--- config.mk ---
export PLATFORM = sky130hd
export DESIGN_NAME = lenet_frame_ctrl
export DESIGN_NICKNAME = d
export VERILOG_FILES = /design/src/rtl/lenet_frame_ctrl.sv
export SDC_FILE = /design/constraint.sdc
export NUM_CORES = 2
export LEC_CHECK = 0
export ABC_AREA = 1
export BUFFER_PORTS_ARGS = -buffer_cell sky130_fd_sc_hd__buf_2
export CORE_AREA = 2 2 517 519
export CTS_CLUSTER_SIZE = 16
export DETAILED_ROUTE_END_ITERATION = 16
export DIE_AREA = 0 0 519 521
export HOLD_SLACK_MARGIN = 0.06
export PLACE_DENSITY_LB_ADDON = 0.15
export SYNTH_ARGS = -nofsm -noshare
export SYNTH_HDL_FRONTEND = slang
export SYNTH_SLANG_ARGS = --single-unit
--- constraint.sdc ---
create_clock -name clk -period 22.3 [get_ports clk]
set_input_delay 4.46 -clock clk [delete_from_list [all_inputs] [get_ports clk]]
set_output_delay 4.46 -clock clk [all_outputs]
set_load 0.02 [all_outputs]
--- src/rtl/lenet_frame_ctrl.sv ---
// lenet_frame_ctrl: frame sequencer around the lenet pipeline.
// Throttles host input, drives net_valid/act/flush, collects results.
// Ports: clk, rst (async high); start/busy/done frame control;
//   s_valid/s_data/s_ready host stream; net_valid/net_act/net_flush
//   to lenet; net_ready/net_out from lenet; m_valid/m_data/m_last
//   result stream; out_count, overrun, err_timeout status.
// Optional macro LENET_FRAME_CTRL_TIMEOUT_EN adds a DRAIN timeout.
module lenet_frame_ctrl #(
  parameter int IN_W         = 400,
  parameter int OUT_W        = 256,
  parameter int IN_BEATS     = 1024,
  parameter int OUT_BEATS    = 25,
  parameter int FLUSH_CYCLES = 64,
  parameter int TO_CYCLES    = 4096
) (
  input  logic                           clk,
  input  logic                           rst,
  input  logic                           start,
  output logic                           busy,
  output logic                           done,
  input  logic                           s_valid,
  input  logic [IN_W-1:0]                s_data,
  output logic                           s_ready,
  output logic                           net_valid,
  output logic [IN_W-1:0]                net_act,
  output logic                           net_flush,
  input  logic                           net_ready,
  input  logic [OUT_W-1:0]               net_out,
  output logic                           m_valid,
  output logic [OUT_W-1:0]               m_data,
  output logic                           m_last,
  output logic [$clog2(OUT_BEATS+1)-1:0] out_count,
  output logic                           overrun,
  output logic                           err_timeout
);

  localparam int ICW = $clog2(IN_BEATS + 1);
  localparam int OCW = $clog2(OUT_BEATS + 1);
  localparam int FCW = $clog2(FLUSH_CYCLES + 1);

  localparam logic [ICW-1:0] IN_LAST  = ICW'(IN_BEATS - 1);
  localparam logic [OCW-1:0] OUT_FULL = OCW'(OUT_BEATS);
  localparam logic [OCW-1:0] OUT_LAST = OCW'(OUT_BEATS - 1);
  localparam logic [FCW-1:0] FL_LAST  = FCW'(FLUSH_CYCLES - 1);

  localparam logic [2:0] S_IDLE   = 3'd0;
  localparam logic [2:0] S_STREAM = 3'd1;
  localparam logic [2:0] S_FLUSH  = 3'd2;
  localparam logic [2:0] S_DRAIN  = 3'd3;
  localparam logic [2:0] S_DONE   = 3'd4;

  logic [2:0]       state_q, state_d;
  logic [ICW-1:0]   in_cnt_q, in_cnt_d;
  logic [OCW-1:0]   out_cnt_q, out_cnt_d;
  logic [FCW-1:0]   flush_cnt_q, flush_cnt_d;
  logic             net_valid_q, net_valid_d;
  logic [IN_W-1:0]  net_act_q, net_act_d;
  logic             m_valid_q, m_valid_d;
  logic [OUT_W-1:0] m_data_q, m_data_d;
  logic             m_last_q, m_last_d;
  logic             overrun_q, overrun_d;
  logic             in_frame;
  logic             to_hit;

  assign in_frame = (state_q == S_STREAM) ||
                    (state_q == S_FLUSH)  ||
                    (state_q == S_DRAIN);

`ifdef LENET_FRAME_CTRL_TIMEOUT_EN
  localparam int TCW = $clog2(TO_CYCLES + 1);
  localparam logic [TCW-1:0] TO_LAST = TCW'(TO_CYCLES - 1);

  logic [TCW-1:0] to_cnt_q, to_cnt_d;
  logic           err_timeout_q, err_timeout_d;

  // Counter is zero outside DRAIN, so it starts from 0 on entry.
  always_comb begin
    to_cnt_d      = '0;
    err_timeout_d = err_timeout_q;
    to_hit        = 1'b0;
    if (state_q == S_IDLE && start) begin
      err_timeout_d = 1'b0;
    end
    if (state_q == S_DRAIN) begin
      to_cnt_d = to_cnt_q + 1'b1;
      if (to_cnt_q == TO_LAST && out_cnt_q < OUT_FULL) begin
        to_hit        = 1'b1;
        err_timeout_d = 1'b1;
      end
    end
  end

  always_ff @(posedge clk or posedge rst) begin
    if (rst) begin
      to_cnt_q      <= '0;
      err_timeout_q <= 1'b0;
    end else begin
      to_cnt_q      <= to_cnt_d;
      err_timeout_q <= err_timeout_d;
    end
  end

  assign err_timeout = err_timeout_q;
`else
  assign to_hit      = 1'b0;
  assign err_timeout = 1'b0;
`endif

  always_comb begin
    state_d     = state_q;
    in_cnt_d    = in_cnt_q;
    out_cnt_d   = out_cnt_q;
    flush_cnt_d = flush_cnt_q;
    net_valid_d = 1'b0;
    net_act_d   = net_act_q;
    m_valid_d   = 1'b0;
    m_data_d    = m_data_q;
    m_last_d    = 1'b0;
    overrun_d   = overrun_q;

    unique case (state_q)
      S_IDLE: begin
        if (start) begin
          state_d   = S_STREAM;
          in_cnt_d  = '0;
          out_cnt_d = '0;
          overrun_d = 1'b0;
        end
      end
      S_STREAM: begin
        // s_ready is high throughout STREAM, so s_valid is the handshake.
        if (s_valid) begin
          net_valid_d = 1'b1;
          net_act_d   = s_data;
          in_cnt_d    = in_cnt_q + 1'b1;
          if (in_cnt_q == IN_LAST) begin
            state_d     = S_FLUSH;
            flush_cnt_d = '0;
          end
        end
      end
      S_FLUSH: begin
        flush_cnt_d = flush_cnt_q + 1'b1;
        if (flush_cnt_q == FL_LAST) begin
          state_d = S_DRAIN;
        end
      end
      S_DRAIN: begin
        if (out_cnt_q == OUT_FULL || to_hit) begin
          state_d = S_DONE;
        end
      end
      S_DONE: begin
        state_d = S_IDLE;
      end
      default: begin
        state_d = S_IDLE;
      end
    endcase

    // Result capture; beats outside a frame are silently dropped.
    if (in_frame && net_ready) begin
      if (out_cnt_q < OUT_FULL) begin
        m_valid_d = 1'b1;
        m_data_d  = net_out;
        m_last_d  = (out_cnt_q == OUT_LAST);
        out_cnt_d = out_cnt_q + 1'b1;
      end else begin
        overrun_d = 1'b1;
      end
    end
  end

  always_ff @(posedge clk or posedge rst) begin
    if (rst) begin
      state_q     <= S_IDLE;
      in_cnt_q    <= '0;
      out_cnt_q   <= '0;
      flush_cnt_q <= '0;
      net_valid_q <= 1'b0;
      net_act_q   <= '0;
      m_valid_q   <= 1'b0;
      m_data_q    <= '0;
      m_last_q    <= 1'b0;
      overrun_q   <= 1'b0;
    end else begin
      state_q     <= state_d;
      in_cnt_q    <= in_cnt_d;
      out_cnt_q   <= out_cnt_d;
      flush_cnt_q <= flush_cnt_d;
      net_valid_q <= net_valid_d;
      net_act_q   <= net_act_d;
      m_valid_q   <= m_valid_d;
      m_data_q    <= m_data_d;
      m_last_q    <= m_last_d;
      overrun_q   <= overrun_d;
    end
  end

  assign busy      = in_frame;
  assign done      = (state_q == S_DONE);
  assign s_ready   = (state_q == S_STREAM);
  assign net_flush = (state_q == S_FLUSH);
  assign net_valid = net_valid_q;
  assign net_act   = net_act_q;
  assign m_valid   = m_valid_q;
  assign m_data    = m_data_q;
  assign m_last    = m_last_q;
  assign out_count = out_cnt_q;
  assign overrun   = overrun_q;

endmodule

==> out/metrics.csv <==
metric;value;unit
drt_iter0_markers;1322;
num_io_pins;1331;
arrival;8.17;ns
skew;0.0753;ns
min_path_type;flip-flop to flip-flop;
r2r_start;state_q[2]$_DFFE_PP0P_;
cp-end-kind;flip-flop;
initial_utilization;9.91;%
setup_violations;0;
yosysWarnings;0;
drtAntennaViolNets;0;
final_common_cell;nand2_1;
synth-seq-cells;686;
cts_resized;0;
mostFrequentLayoutCells;nand2_1 (2,047), buf_2 (1,329), dfrtp_1 (686);
grt_use_total;12.3;%
cts_setup_buffers;0;
synth_area_leaders;dfrtp_1 (66%), nand2_1 (29%), buf_2 (2.3%);
synth.cell_area;0.0262;mm²
clkSinkCount;686;
cts_inserted_buffers;95;
wl_per_cell;21.5;µm
synth_edf_count;0;
num_vias;25300;
maxCapViolCount;0;
viasPerCell;3.18;
finalPower;4.58;mW
fin_util;15.2;%
drv_slew;0;
clk_latency;0.75;ns
die_y;521;µm
startpoint;s_valid;
die_area;0.270;mm²
cts.clk_slew.worst_paths;0.06;ns
synth_top_flop_cell;dfrtp_1;
cp-endpoint;net_act[217]$_DFFE_PP0P_;
syn_nets;3670;
timing.final.ws_setup;14.75;ns
synthArstFlopShare;100;%
yosys.area.top_type_share;65.5;%
post-route-min-period;7.55;ns
grt_pass1_vias;26400;
firstDrtPassIters;5;
seq_area;0.0172;mm²
max_slew_margin;25.2;%
synthCells;3004;
period_share;33.8;%
status;finished clean;
globalplace.congestion;0.858;
cts_hold_buffers;0;
nets;4979;
layout-drive-gt1-share;34.6;%
drcViolationCount;0;
power_density;114;mW/mm²
r2r_slack;17.88;ns
rsz0062_at_grt;no;
synth.avg_cell_area;8.72;µm²
die_width;519;µm
finalSetupTns;0;ns
reg2reg_depth;9;
critPathKind;primary input to flip-flop;
grt_overflow;0;
crit_required;22.93;ns
multi_input_area;0.00822;mm²
cts_tree;done;
hold_viol_final;0;
vdd_ir_drop_max;0.0690;mV
fin_cells;7958;
yosysTopAreaCell;dfrtp_1;
antenna_found_initial;162;
clockRootBuffer;clkbuf_16;
core_area;0.264;mm²
path_max_fanout;130;
fillers;30500;
grt_max_degree;134;
fmax;133;MHz
dp_cells;7749;
wl;171000;µm
syn_to_final_growth;53.6;%
dp_hpwl;137000;µm
p_leak;22.2;nW
grt_pass1_wl;232000;µm
ys_seq_area_share;65.5;%
dp_slack;13.96;ns
cts_buffer_depth;3;
worst_pin_slew;1.12;ns
row_count;189;
synth_cell_types;25;
io_buffers;1329;
r2r-end;net_act[217]$_DFFE_PP0P_;
crit_path_start_kind;primary input;
htreeDepth;3;
synthesized netlist by cell type, types with 3 or more instances:
library cell,count
inv_1,27
nand3b_1,3
nand2_1,2048
buf_1,5
nor3_1,4
dfrtp_1,686
clkbuf_1,20
nand3_1,21
nand4_1,9
o21ai_0,7
a21oi_1,6
nor2_1,28
buf_2,120
ha_1,5
sequential cells by signal, indices dropped and copies added (netlist names):
signal       cells
out_count        5
net_act        400
overrun          1
m_valid          1
in_cnt_q        11
flush_cnt_q      7
m_last           1
m_data         256
net_valid        1
state_q          3
cell type report:
| type | instances | share of cell area, % |
|---|---|---|
| Sequential cell | 686 | 42.7 |
| Multi-Input combinational cell | 2142 | 20.4 |
| Timing Repair Buffer | 1359 | 17.2 |
| Tap cell | 3533 | 11.0 |
| Clock buffer | 145 | 7.02 |
| Clock inverter | 32 | 1.24 |
| Inverter | 29 | 0.299 |
| Antenna cell | 32 | 0.199 |
layer usage:
layer,up-vias,wire (µm),track usage (%)
li1,11800,-,-
met1,11900,64500,13.4
met2,1219,83000,21.3
met3,351,18300,5.92
met4,70,4420,2.82
met5,-,428,0
cells by family (layout without fill, tap and decap cells):
kind of cell,after synthesis,count (layout),share of synthesized area (%)
other,1,33,0.0143
flip-flops,686,686,65.5
AO/OA/AOI/OAI,17,17,0.363
AND/OR/NAND/NOR,2117,2117,30.7
adder cells (fa/ha/maj),5,5,0.239
XOR/XNOR,2,2,0.0669
buffers and inverters,176,1565,3.12
worst min path at each step:
stage | start | end | slack, ns | cells past startpoint
6_report | net_act[261]$_DFFE_PP0P_ | net_act[261]$_DFFE_PP0P_ | 0.46 | 2
5_1_grt | net_act[21]$_DFFE_PP0P_ | net_act[21]$_DFFE_PP0P_ | 0.48 | 2
4_1_cts | net_act[30]$_DFFE_PP0P_ | net_act[30]$_DFFE_PP0P_ | 0.47 | 2
3_5_place_dp | net_act[30]$_DFFE_PP0P_ | net_act[30]$_DFFE_PP0P_ | 0.45 | 2
3_3_place_gp | net_act[308]$_DFFE_PP0P_ | net_act[308]$_DFFE_PP0P_ | 0.45 | 2
2_1_floorplan | flush_cnt_q[3]$_DFFE_PP0P_ | flush_cnt_q[3]$_DFFE_PP0P_ | 0.44 | 2
per-stage QoR:
step	cell area, µm²	hold slack, ns
floorplan	26200	0.442
global placement	36800	0.449
detailed placement	36800	0.453
CTS	40100	0.467
global route	40200	0.483
finish	40200	0.463
worst max-delay path, cell delays in order:
cell and delay (ns):
buf_2 0.10, inv_1 0.11, nor2_4 0.10, inv_8 0.46, buf_4 0.77, buf_4 0.74
buf_4 0.73, nand2_1 0.11, nand2_1 0.10
power breakdown:
group	total [mW]	switching, mW	internal (mW)
Sequential	1.67	0.156	1.51
Clock	1.63	0.667	0.960
Combinational	1.29	0.922	0.365
Total	4.58	1.74	2.84
Note: power is estimated with default switching activity, not from simulation.
